`src/rtl/uart_tx_fifo.sv`:
```
// rtl/uart_tx_fifo.sv - transmit byte FIFO that drains into the UART core via tx_ena/tx_data/tx_busy
// Optional overflow/high_water statistics are built when UART_TX_FIFO_STATS_EN is defined.

module uart_tx_fifo #(
    parameter int DATA_WIDTH   = 8,
    parameter int ADDR_BITS    = 8,
    parameter int BUSY_TIMEOUT = 16
) (
    input  logic                  clk,
    input  logic                  reset,
    input  logic                  clear,
    input  logic                  wr_en,
    input  logic [DATA_WIDTH-1:0] wr_data,
    output logic                  full,
    output logic                  empty,
    output logic [ADDR_BITS:0]    count,
    output logic                  uart_tx_ena,
    output logic [DATA_WIDTH-1:0] uart_tx_data,
    input  logic                  uart_tx_busy,
    output logic                  tx_idle,
    output logic                  overflow,
    output logic [ADDR_BITS:0]    high_water
);

    localparam int DEPTH = 1 << ADDR_BITS;
    localparam int TW    = (BUSY_TIMEOUT > 2) ? $clog2(BUSY_TIMEOUT) : 1;

    localparam logic [ADDR_BITS:0]   DEPTH_C  = (ADDR_BITS + 1)'(DEPTH);
    localparam logic [ADDR_BITS:0]   CNT_ONE  = (ADDR_BITS + 1)'(1);
    localparam logic [ADDR_BITS-1:0] PTR_ONE  = ADDR_BITS'(1);
    localparam logic [TW-1:0]        TMO_ONE  = TW'(1);
    localparam logic [TW-1:0]        TMO_LAST = TW'(BUSY_TIMEOUT - 1);

    typedef enum logic [1:0] {
        S_IDLE,
        S_LAUNCH,
        S_WAIT_BUSY,
        S_WAIT_DONE
    } state_e;

    state_e                  state_q, state_d;
    logic [ADDR_BITS-1:0]    wr_ptr_q, wr_ptr_d;
    logic [ADDR_BITS-1:0]    rd_ptr_q, rd_ptr_d;
    logic [ADDR_BITS:0]      count_q, count_d;
    logic [DATA_WIDTH-1:0]   tx_data_q, tx_data_d;
    logic                    tx_ena_q, tx_ena_d;
    logic [TW-1:0]           tmo_q, tmo_d;
    logic [DATA_WIDTH-1:0]   mem_q [DEPTH];

    logic push;
    logic pop;

    assign full  = (count_q == DEPTH_C);
    assign empty = (count_q == '0);

    // A push in the same cycle as clear is discarded along with the flushed contents.
    assign push = wr_en && !full && !clear;

    always_comb begin
        state_d   = state_q;
        tx_data_d = tx_data_q;
        tx_ena_d  = 1'b0;
        tmo_d     = tmo_q;
        pop       = 1'b0;
        case (state_q)
            S_IDLE: begin
                if (!empty && !uart_tx_busy) begin
                    pop       = 1'b1;
                    tx_data_d = mem_q[rd_ptr_q];
                    state_d   = S_LAUNCH;
                end
            end
            S_LAUNCH: begin
                tx_ena_d = 1'b1;
                tmo_d    = '0;
                state_d  = S_WAIT_BUSY;
            end
            S_WAIT_BUSY: begin
                if (uart_tx_busy) begin
                    state_d = S_WAIT_DONE;
                end else if (tmo_q == TMO_LAST) begin
                    // Core never acknowledged: drop the byte rather than stall the queue.
                    state_d = S_IDLE;
                end else begin
                    tmo_d = tmo_q + TMO_ONE;
                end
            end
            S_WAIT_DONE: begin
                if (!uart_tx_busy) begin
                    state_d = S_IDLE;
                end
            end
            default: begin
                state_d = S_IDLE;
            end
        endcase
    end

    always_comb begin
        wr_ptr_d = wr_ptr_q;
        rd_ptr_d = rd_ptr_q;
        count_d  = count_q;
        if (clear) begin
            wr_ptr_d = '0;
            rd_ptr_d = '0;
            count_d  = '0;
        end else begin
            if (push) begin
                wr_ptr_d = wr_ptr_q + PTR_ONE;
            end
            if (pop) begin
                rd_ptr_d = rd_ptr_q + PTR_ONE;
            end
            case ({push, pop})
                2'b10:   count_d = count_q + CNT_ONE;
                2'b01:   count_d = count_q - CNT_ONE;
                default: count_d = count_q;
            endcase
        end
    end

    always_ff @(posedge clk) begin
        if (reset) begin
            state_q   <= S_IDLE;
            wr_ptr_q  <= '0;
            rd_ptr_q  <= '0;
            count_q   <= '0;
            tx_data_q <= '0;
            tx_ena_q  <= 1'b0;
            tmo_q     <= '0;
        end else begin
            state_q   <= state_d;
            wr_ptr_q  <= wr_ptr_d;
            rd_ptr_q  <= rd_ptr_d;
            count_q   <= count_d;
            tx_data_q <= tx_data_d;
            tx_ena_q  <= tx_ena_d;
            tmo_q     <= tmo_d;
        end
    end

    always_ff @(posedge clk) begin
        if (push) begin
            mem_q[wr_ptr_q] <= wr_data;
        end
    end

    assign count        = count_q;
    assign uart_tx_ena  = tx_ena_q;
    assign uart_tx_data = tx_data_q;
    assign tx_idle      = empty && (state_q == S_IDLE) && !uart_tx_busy;

`ifdef UART_TX_FIFO_STATS_EN
    logic                 overflow_q, overflow_d;
    logic [ADDR_BITS:0]   high_water_q, high_water_d;

    always_comb begin
        overflow_d   = overflow_q | (wr_en && full);
        high_water_d = (count_q > high_water_q) ? count_q : high_water_q;
        if (clear) begin
            overflow_d   = 1'b0;
            high_water_d = '0;
        end
    end

    always_ff @(posedge clk) begin
        if (reset) begin
            overflow_q   <= 1'b0;
            high_water_q <= '0;
        end else begin
            overflow_q   <= overflow_d;
            high_water_q <= high_water_d;
        end
    end

    assign overflow   = overflow_q;
    assign high_water = high_water_q;
`else
    assign overflow   = 1'b0;
    assign high_water = '0;
`endif

endmodule

```
`config.mk`:
```
export PLATFORM = sky130hd
export DESIGN_NAME = uart_tx_fifo
export DESIGN_NICKNAME = d
export VERILOG_FILES = /design/src/rtl/uart_tx_fifo.sv
export SDC_FILE = /design/constraint.sdc
export NUM_CORES = 2
export LEC_CHECK = 0
export CAP_MARGIN = 25
export CORE_ASPECT_RATIO = 1.2
export CORE_UTILIZATION = 55
export CTS_CLUSTER_DIAMETER = 60
export DETAILED_ROUTE_END_ITERATION = 6
export GPL_TIMING_DRIVEN = 0
export PLACE_DENSITY_LB_ADDON = 0.05
export RECOVER_POWER = 100
export SYNTH_ARGS = -nofsm -noshare
export SYNTH_HDL_FRONTEND = slang
export SYNTH_SLANG_ARGS = --single-unit
```
`constraint.sdc`:
```
create_clock -name clk -period 5.85 [get_ports clk]
set_input_delay 1.17 -clock clk [delete_from_list [all_inputs] [get_ports clk]]
set_output_delay 1.17 -clock clk [all_outputs]
set_load 0.01 [all_outputs]
```
==> run_results.csv <==
group,metric,value,unit
run_status,outcome,"complete, but fails checks",
timing,setup_ws,-0.135,ns
synthesis,synth_edf_count,2048,
pwr,vdd_ir_drop_max,0.378,mV
setup_path,cp.arrival,6.75,ns
min_path,holdPathEnd,"state_q[1]",
clocking,clock_sink_count,2088,
clocking,cts_buffer_depth,3,
placement,post_dp_cell_area,85600,sq um
setup_path,r2r_setup_slack,-0.14,ns
placement,place_inst,5950,
timing,report.final.hold_viol_count,0,
synthesis,synth.yosys.warnings,0,
route,vias,46500,
synthesis,ys_seq_area_frac,0.763,
final_layout,stdcell_count,6352,
timing,final_max_slew_viol_count,1411,
floorplanning,die_x,354,microns
route,wirelength,314000,microns
timing,finalSetupViolCount,7,
setup_path,setup.worst_path.class,"flop to flop",
setup_path,crit_buf_inv,4,
final_layout,fin_nets,4246,
clocking,root_buffer,"clkbuf_16",
timing,fin_crit_sh,1.02,
pwr,leakage,27.6,nW
pwr,power,30.3,mW
placement,dp_hpwl,202000,microns
synthesis,yosysMostFrequentCell,"edfxtp_1",
route,ant_nets,0,
min_path,hp-start,"state_q[1]",
grt,antenna_found_initial,20,
timing,worstMarginPinSlew,6.11,ns
final_layout,layout-drive-gt1-share,0.224,
route,dr_wl_met3,43600,microns
route,top_layer,"met5",
synthesis,ys_async_sr_fraction,0,
synthesis,syn_inst,3894,
floorplanning,die_area,150000,sq um
synthesis,synth_top_area_cell,"edfxtp_1",
synthesis,synth_area,81600,sq um
floorplanning,die_y,424,microns
setup_path,r2r_end,"uart_tx_data[2]",
run_status,violations,"design-rule violations, max-capacitance violations, max-slew violations, negative setup slack",
setup_path,cp_cell_sequence,"buf_6 -> buf_6 -> buf_6 -> clkbuf_1 -> nand4_1 -> or2_2 -> o211ai_1 -> o22a_1 -> nand3_1 -> o2111a_1 -> a221o_1",
setup_path,endpoint_kind,"flop",
route,vias_per_cell,7.32,
route,wl_met1,106000,microns
timing,skew,0.0351,ns
timing,max-slew-margin-rel,-3.08,
min_path,hold_class,"flop to flop",
timing,rsz0062_at_grt,"no",
final_layout,final_cell_area,91600,sq um
timing,clock.fmax,167,MHz
grt,grt_overflow,0,
clocking,cts_setup_buffers,0,
synthesis,yosysUniqueCellTypes,75,
clocking,cts_max_level,4,
setup_path,path_delay_family,"buffers and inverters",
synthesis,synth_ff_type,"edfxtp_1",
setup_path,path_depth,11,
synthesis,synth_top_area_frac,0.753,
pwr,p_per_area,331,nW/um^2
route,drt-pass1-iter-count,7,
clocking,postCtsHoldBufs,0,
timing,holdWs,0.551,ns
floorplanning,row_count,154,
route,wl_met2,137000,microns
grt,grt_usage,0.424,
placement,portBuffers,33,
grt,grt_max_degree,153,
timing,finalCriticalPeriod,5.99,ns
job,cap_violations,28,
route,first_iter_violations,8522,
floorplanning,initial_utilization,0.555,
placement,gp_congestion,1.05,
setup_path,reg2reg_depth,11,
floorplanning,fp.coreArea,147000,sq um
final_layout,synthToLayoutAreaGrowth,12.2,%
setup_path,critPathRequiredTime,6.61,ns
setup_path,cp-start-kind,"flop",
setup_path,crit_fanout,10,
synthesis,avgSynthCellArea,21.0,sq um
setup_path,rr_startpoint,"rd_ptr_q[0]",
setup_path,crit_top_cell,"buf_6",
clocking,clkLatencyLatePin,0.89,ns
clocking,cts_tree,"yes",
setup_path,cp_slowest_cell,"clkbuf_1",
synthesis,yosys-top-cells-count,"edfxtp_1 (2048), mux4_2 (500), nor2_1 (329)",
synthesis,ys_ff_latch,2088,
route,wl_per_cell,49.4,microns
clocking,cts_resized,0,
grt,grt_pass1_vias,43600,
setup_path,cpPeakStageDelay,1.69,ns
route,drc,7,
min_path,hold_depth,2,
grt,grt_pass1_wl,408000,microns
timing,fin_setup_tns,-0.185,ns
floorplanning,num_io_pins,44,
clocking,cts_buffers,202,
clocking,clkSlewWorstSetupHoldPaths,0.07,ns
synthesis,ys_top_cells_by_area,"edfxtp_1 (75%), mux4_2 (14%), mux2i_1 (1.9%)",
-- layout make-up --
type,instances,area [sq um]
diodes,25,62.6
plain buffers,238,1470
clock buffers,262,5290
clock inverters,101,941
fillers,10300,55400
inverters,13,48.8
multi-input cells,1564,17900
flip-flops and latches,2088,62300
well taps,1950,2440
repair buffers,111,1160
-- power breakdown --
| part | internal (mW) | switching, mW | leakage, nW |
|---|---|---|---|
| Sequential | 16.5 | 0.0175 | 18.7 |
| Clock | 6.96 | 5.78 | 3.02 |
| Combinational | 0.328 | 0.771 | 5.89 |
-- stage by stage --
stage               utilization  setup WS (ns)
CTS                       0.624          0.600
global placement          0.574          -4.13
floorplan                     -           1.27
detailed placement        0.582         -0.236
finish                    0.623         -0.135
global route              0.622          0.149
-- layout by cell type, fill, tap and decap left out, drive strengths merged, types with 9 or more instances in the layout --
cell,synthesis,final
a211oi,16,16
a21o,11,11
a21oi,68,68
a221oi,33,33
a22oi,39,39
a31oi,9,9
and2,11,11
buf,151,187
bufinv,0,13
clkbuf,87,397
clkinv,1,71
conb,1,10
dfxtp,40,40
diode,0,25
dlygate4sd3,0,24
edfxtp,2048,2048
ha,14,14
inv,12,25
mux2,11,11
mux2i,157,157
mux4,500,500
nand2,79,79
nand3,32,32
nor2,329,329
nor2b,19,19
nor3,14,14
o211ai,11,11
o21ai,50,50
o221ai,13,13
o22ai,22,22
xnor2,12,12
-- metal layers --
| layer | vias to the layer above | track usage |
|---|---|---|
| li1 | 16900 | - |
| met3 | 995 | 0.149 |
| met5 | - | 0 |
| met2 | 4141 | 0.611 |
| met4 | 10 | 0.308 |
| met1 | 24400 | 0.534 |
-- worst max-delay path by stage --
stage | to | start | slack [ns]
2_1_floorplan | count[8] | uart_tx_busy | 1.27
3_3_place_gp | mem_q[249][3] | wr_data[3] | -4.13
3_5_place_dp | count[8] | uart_tx_busy | -0.24
4_1_cts | uart_tx_data[0] | rd_ptr_q[1] | 0.60
5_1_grt | uart_tx_data[2] | rd_ptr_q[0] | 0.15
6_report | uart_tx_data[2] | rd_ptr_q[0] | -0.14
-- cell families (layout without fill, tap and decap cells) --
family / Yosys count / count (layout) / share of synthesized area
AOI/OAI and AO/OA: 326 / 326 / 0.0278
muxes: 668 / 668 / 0.159
adders and majority gates: 15 / 15 / 0.00239
and+or+nand+nor: 526 / 526 / 0.0274
buffers and inverters: 251 / 725 / 0.0184
other: 1 / 35 / 0.0000459
xor gates and xnor gates: 19 / 19 / 0.00204
DFF: 2088 / 2088 / 0.763
-- state kept, by name, summed over array words and instances, names as in the netlist --
register and flops:
count 9, mem_q 2048, rd_ptr_q 8, state_q 2
tmo_q 4, uart_tx_data 8, uart_tx_ena 1, wr_ptr_q 8
-- worst min-delay path, stage by stage (launching register included) --
cell and delay, ns:
dfxtp_1 0.35, o21ai_0 0.09, a21oi_1 0.06
Note: power is estimated with default switching activity, not from simulation.
